### src/rtl/rob_pkg.sv
// Shared reorder-buffer constants and the per-entry payload type.
// Imported by the ROB top and its pointer sub-module.
package rob_pkg;

  localparam int unsigned ROB_DEPTH = 16;
  localparam int unsigned ROB_TAG_W = $clog2(ROB_DEPTH);
  localparam int unsigned AREG_W    = 5;
  localparam int unsigned PREG_W    = 6;
  localparam int unsigned DATA_W    = 32;

  typedef struct packed {
    logic              valid;
    logic              done;
    logic              has_rd;
    logic [AREG_W-1:0] rd;
    logic [PREG_W-1:0] pd;
    logic [PREG_W-1:0] old_pd;
    logic [DATA_W-1:0] data;
  } rob_entry_t;

  localparam rob_entry_t ROB_ENTRY_CLEAR = '0;

endpackage

### src/rtl/rob_ptr.sv
// Wrapping ring pointer for the ROB head/tail; power-of-two depth wraps naturally.
// Clear is synchronous (flush); rst is asynchronous.
module rob_ptr
  import rob_pkg::*;
#(
  parameter int unsigned W = ROB_TAG_W
) (
  input  logic         clk,
  input  logic         rst,
  input  logic         clr,
  input  logic         inc,
  output logic [W-1:0] ptr
);

  always_ff @(posedge clk or posedge rst) begin
    if (rst) begin
      ptr <= '0;
    end else if (clr) begin
      ptr <= '0;
    end else if (inc) begin
      ptr <= ptr + W'(1);
    end
  end

endmodule

### src/rtl/rob.sv
// Reorder buffer: in-order allocate from rename, out-of-order completion on two
// ports, in-order retirement exporting result data and the freed old mapping.
module rob
  import rob_pkg::*;
(
  input  logic                 clk,
  input  logic                 rst,
  input  logic                 flush,
  input  logic                 alloc_valid,
  output logic                 alloc_ready,
  input  logic                 alloc_has_rd,
  input  logic [AREG_W-1:0]    alloc_rd,
  input  logic [PREG_W-1:0]    alloc_pd,
  input  logic [PREG_W-1:0]    alloc_old_pd,
  output logic [ROB_TAG_W-1:0] alloc_tag,
  input  logic                 cmpl0_valid,
  input  logic [ROB_TAG_W-1:0] cmpl0_tag,
  input  logic [DATA_W-1:0]    cmpl0_data,
  input  logic                 cmpl1_valid,
  input  logic [ROB_TAG_W-1:0] cmpl1_tag,
  input  logic [DATA_W-1:0]    cmpl1_data,
  output logic                 retire_valid,
  input  logic                 retire_ready,
  output logic                 retire_has_rd,
  output logic [AREG_W-1:0]    retire_rd,
  output logic [PREG_W-1:0]    retire_pd,
  output logic [PREG_W-1:0]    retire_old_pd,
  output logic [DATA_W-1:0]    retire_data,
  output logic [ROB_TAG_W:0]   count
);

  localparam int unsigned DEPTH = ROB_DEPTH;
  localparam int unsigned TAG_W = ROB_TAG_W;
  localparam int unsigned CNT_W = TAG_W + 1;

  rob_entry_t         ent [DEPTH];
  rob_entry_t         head_ent;
  logic [TAG_W-1:0]   head;
  logic [TAG_W-1:0]   tail;
  logic               alloc_fire;
  logic               retire_fire;

  // Occupancy alone decides full; a same-cycle retire never frees a slot early.
  assign alloc_ready = count < CNT_W'(DEPTH);
  assign alloc_fire  = alloc_valid && alloc_ready;
  assign alloc_tag   = tail;

  assign head_ent     = ent[head];
  assign retire_valid = head_ent.valid && head_ent.done;
  assign retire_fire  = retire_valid && retire_ready;

  assign retire_has_rd = retire_valid && head_ent.has_rd;
  assign retire_rd     = retire_valid ? head_ent.rd     : '0;
  assign retire_pd     = retire_valid ? head_ent.pd     : '0;
  assign retire_old_pd = retire_valid ? head_ent.old_pd : '0;
  assign retire_data   = retire_valid ? head_ent.data   : '0;

  rob_ptr #(.W(TAG_W)) u_head (
    .clk (clk),
    .rst (rst),
    .clr (flush),
    .inc (retire_fire),
    .ptr (head)
  );

  rob_ptr #(.W(TAG_W)) u_tail (
    .clk (clk),
    .rst (rst),
    .clr (flush),
    .inc (alloc_fire),
    .ptr (tail)
  );

  always_ff @(posedge clk or posedge rst) begin
    if (rst) begin
      count <= '0;
    end else if (flush) begin
      count <= '0;
    end else begin
      case ({alloc_fire, retire_fire})
        2'b10:   count <= count + CNT_W'(1);
        2'b01:   count <= count - CNT_W'(1);
        default: count <= count;
      endcase
    end
  end

  // Write order matters: port 1 then port 0 so port 0 wins a tag collision,
  // and retire last so a retiring head always leaves invalid.
  always_ff @(posedge clk or posedge rst) begin
    if (rst) begin
      for (int i = 0; i < DEPTH; i++) ent[i] <= ROB_ENTRY_CLEAR;
    end else if (flush) begin
      for (int i = 0; i < DEPTH; i++) ent[i] <= ROB_ENTRY_CLEAR;
    end else begin
      if (alloc_fire) begin
        ent[tail] <= '{valid:  1'b1,
                       done:   1'b0,
                       has_rd: alloc_has_rd,
                       rd:     alloc_rd,
                       pd:     alloc_pd,
                       old_pd: alloc_old_pd,
                       data:   '0};
      end
      if (cmpl1_valid && ent[cmpl1_tag].valid) begin
        ent[cmpl1_tag].done <= 1'b1;
        ent[cmpl1_tag].data <= cmpl1_data;
      end
      if (cmpl0_valid && ent[cmpl0_tag].valid) begin
        ent[cmpl0_tag].done <= 1'b1;
        ent[cmpl0_tag].data <= cmpl0_data;
      end
      if (retire_fire) begin
        ent[head].valid <= 1'b0;
        ent[head].done  <= 1'b0;
      end
    end
  end

endmodule

### config.mk
export PLATFORM = sky130hd
export DESIGN_NAME = rob
export DESIGN_NICKNAME = d
export VERILOG_FILES = /design/src/rtl/rob_pkg.sv /design/src/rtl/rob_ptr.sv /design/src/rtl/rob.sv
export SDC_FILE = /design/constraint.sdc
export NUM_CORES = 2
export LEC_CHECK = 0
export CAP_MARGIN = 5
export CORE_MARGIN = 1
export CORE_UTILIZATION = 46
export CTS_CLUSTER_DIAMETER = 80
export CTS_CLUSTER_SIZE = 14
export DETAILED_ROUTE_END_ITERATION = 10
export GPL_TIMING_DRIVEN = 1
export SLEW_MARGIN = 10
export SYNTH_ARGS = -nofsm -noshare
export SYNTH_HDL_FRONTEND = slang
export SYNTH_SLANG_ARGS = --single-unit
### constraint.sdc
create_clock -name clk -period 39.3 [get_ports clk]
set_clock_uncertainty 0.15 [all_clocks]
set_input_delay 5.895 -clock clk [delete_from_list [all_inputs] [get_ports clk]]
set_output_delay 5.895 -clock clk [all_outputs]
set_load 0.02 [all_outputs]
==> flow_metrics.py <==
metrics = {
    "setup_path": {
        "worst_setup_path_start_kind": "register",
        "reg2reg_slack_ps": 33990,
        "criticalPathCategory": "reg2out",
        "critical-path-slowest-cell": "buf_4",
        "worstSetupEndpointType": "output port",
        "worst_reg2reg_path_startpoint": "u_head.ptr[3]",
        "critical_path.top_delay_family": "buffers and inverters",
        "critPathBufInv": 4,
        "critical_path.cell_chain": "buf_12 > buf_4 > buf_4 > mux4_2 > mux4_2 > and2_1 > clkdlybuf4s50_1",
        "endpoint_required_time_on_the_critical_path_ps": 33260,
        "depth_of_the_most_critical_reg_to_reg_path": 14,
        "critical_path_depth": 7,
        "worstPathMaxFanout": 131,
        "critical_path.max_stage_delay_ps": 820,
        "arrival_ps": 5280,
        "r2r_end": "count[4]",
    },
    "die": {
        "initial_core_util_pct": 46.4,
        "die_w_um": 314,
        "design.portCount": 158,
        "design.die.area_um2": 98800,
        "fp.coreArea_um2": 96700,
        "die_height_um": 314,
        "floorplan.rows": 114,
    },
    "cells_and_area": {
        "area_delta_synth_final_pct": 9.17,
        "finalNonFillerCells": 5721,
        "final_layout_size_suffix_gt1_share_pct": 11.6,
        "finalNetCount": 4507,
    },
    "pwr": {
        "p_leak_uw": 0.0190,
        "seq_power_share_pct": 52.3,
        "internal_cell_power_uw": 1230,
        "power.switching_uw": 445,
        "combinational_power_share_pct": 6.9,
        "ir_drop_mv": 0.0300,
        "power_switching_share_pct": 26.5,
        "power.density_cell_area_nw_per_um2": 34.3,
        "pwr-share-clk_pct": 40.8,
    },
    "placed_design": {
        "detailedPlacementHpwl_mm": 101,
        "port_buffers": 157,
        "gp_congestion": 0.877,
        "placed_cells_incl_taps": 5603,
    },
    "grt": {
        "grt_pass1_vias": 39100,
        "overall_fraction_of_global_route_tracks_in_use_pct": 38.8,
        "wire_length_of_the_first_global_routing_pass_mm": 278,
        "grt_start_max_net_pins": 166,
        "leftover_overflow_at_the_end_of_global_routing": 0,
        "grt_antenna_before_repair": 44,
    },
    "routing": {
        "num_vias": 40000,
        "final_antenna_net_count": 0,
        "postRouteWirelength_mm": 192,
        "routed_wire_per_std_cell_um": 33.5,
        "drtIter0Drc": 6185,
        "drt_pass1_iterations": 8,
        "drc": 0,
        "route.detailed.vias_per_inst": 7.00,
    },
    "clock_network": {
        "cts_repair_resize_count": 0,
        "cts_tree": "done",
        "cts_setup_buffers": 0,
        "clk_pin_slew_ps": 70,
        "clock-sinks": 845,
        "clk_root_buffer_cell": "clkbuf_16",
        "cts.hold.buffers_added": 0,
        "cts-htree-levels": 3,
        "cts_buffers": 71,
        "cts_max_path_buffers": 3,
        "worst_skew_pair.late_latency_ps": 690,
    },
    "sta": {
        "fmax_ghz": 0.0883,
        "hold_viol_final": 0,
        "finalWorstPathRequiredPeriod_ps": 11320,
        "grt_setup_unrepaired": "false",
        "tns_ps": 0,
        "report.final.setup_viol": 0,
        "max_slew.worst_pin.slew_ps": 1300,
        "report.final.slew_viol_count": 0,
        "timing.slew.headroom_pct": 13.3,
        "portion_of_the_clock_cycle_consumed_by_the_worst_path_in_the_final_layout_pct": 28.8,
    },
    "synthesis": {
        "synthCells": 4624,
        "ys_dominant_reg_cell": "dfrtp_1",
        "synth_seq_area_share_pct": 47.1,
        "synth_enable_flop_cells": 0,
        "post_synth_instance_area_um2": 44900,
        "synth-async-reset-ratio_pct": 100,
        "synthDistinctLibCells": 53,
        "yosysTopAreaCellShare_pct": 47.1,
        "synth-warning-count": 0,
        "synthesis.area_per_instance_um2": 9.71,
        "synth_top_area_cell": "dfrtp_1",
        "postSynthRegisterBits": 845,
        "synth_fp_nets": 4731,
        "biggest_area_contributors_in_the_synthesized_netlist": "dfrtp_1 (47%), mux4_2 (13%), nand2_1 (7.9%), a311oi_1 (6.5%), nor2_1 (4.7%)",
    },
    "worst_hold_path": {
        "holdPathStages": 1,
        "holdCritStartpoint": "ent[677]",
        "min-delay-path-class": "reg2reg",
        "min_delay_worst_endpoint": "ent[677]",
    },
    "flow_run": {
        "max_cap_violations": 0,
    },
    "run_status": {
        "run_status": "finished, final reports clean",
    },
}
-- cell families after synthesis --
group | count (synthesis) | share of synthesized area, %
AND/OR/NAND/NOR | 2059 | 19.6
AO/OA/AOI/OAI | 869 | 14.9
flip-flops | 845 | 47.1
buffers and inverters | 569 | 4.97
multiplexers | 263 | 13.0
adder cells (fa/ha/maj) | 10 | 0.279
XOR/XNOR | 9 | 0.176
-- cells in the final DEF (no fill, tap or decap), types with 5 or more instances in the layout --
master,instances
nand2_1,928
dfrtp_1,841
nor2_1,552
nand3_1,333
a311oi_1,332
a21oi_1,303
mux4_2,256
a221o_1,187
clkdlybuf4s50_1,156
buf_4,98
clkbuf_16,72
and2_1,67
nor2b_1,39
nand2b_1,33
diode_2,31
a211oi_1,15
inv_1,12
nand4_1,12
nand2_4,10
nand3b_1,10
ha_1,10
nor3_2,8
nor3_1,7
nand2b_2,6
or3_2,6
nor3b_1,5
o211a_1,5
xnor2_1,5
-- final cells by class --
class | instances | area [µm²]
repair buffers | 259 | 2390
well taps | 1276 | 1600
flip-flops and latches | 845 | 21200
fillers | 8768 | 47700
multi-input cells | 3210 | 21800
inverters | 13 | 56.3
clock inverters | 10 | 110
clock buffers | 77 | 1830
diodes | 31 | 77.6
-- synthesized netlist by cell type (all sizes together), types with 6 or more instances --
cell / n
or3: 8
and3: 8
a21oi: 303
nor3b: 6
nand3b: 10
mux4: 256
clkbuf: 446
and2: 72
a211oi: 15
nand2: 940
ha: 10
nor2: 556
buf: 110
nand4: 12
dfrtp: 845
nand3: 336
nor2b: 41
inv: 13
nand2b: 39
nor3: 15
a221o: 187
a311oi: 332
-- flip-flops by register name, summed over array words and instances (netlist names) --
| name | count |
|---|---|
| ent | 832 |
| count | 5 |
| u_head.ptr | 4 |
| u_tail.ptr | 4 |
-- layer usage --
metal	up-vias	wire length [µm]	track usage, %
met4	26	12500	24.1
li1	16200	-	-
met1	20100	68400	49.5
met3	717	24800	12.3
met5	-	181	0
met2	2956	85600	57.5
-- worst max path at each step --
stage / start / end / slack [ps]
floorplan: rst / count[0] / 9510
global placement: u_head.ptr[1] / retire_data[16] / 28650
detailed placement: u_head.ptr[1] / retire_data[16] / 28620
CTS: u_head.ptr[1] / retire_data[16] / 27920
global route: u_head.ptr[1] / retire_data[14] / 27740
finish: u_head.ptr[1] / retire_data[16] / 27980
-- stage by stage --
stage	setup WS (ps)	util, %	hold WS (ps)	power, µW	area (µm²)
detailed placement	28620	48.6	343	1010	47000
finish	27980	50.7	360	1680	49000
global route	27740	50.7	366	1720	49000
global placement	28650	48.6	340	1010	47000
floorplan	9510	-	323	962	44900
CTS	27920	50.6	361	1680	48900
-- power by group through the flow --
stage / Combinational (µW) / Sequential [µW] / Clock [µW]
after floorplan: 65.7 / 896 / 0
after global placement: 113 / 896 / 0
after detailed placement: 113 / 896 / 0
after CTS: 114 / 879 / 686
after global routing: 122 / 879 / 715
final: 116 / 879 / 685
Power figures use the tool's default switching activity.
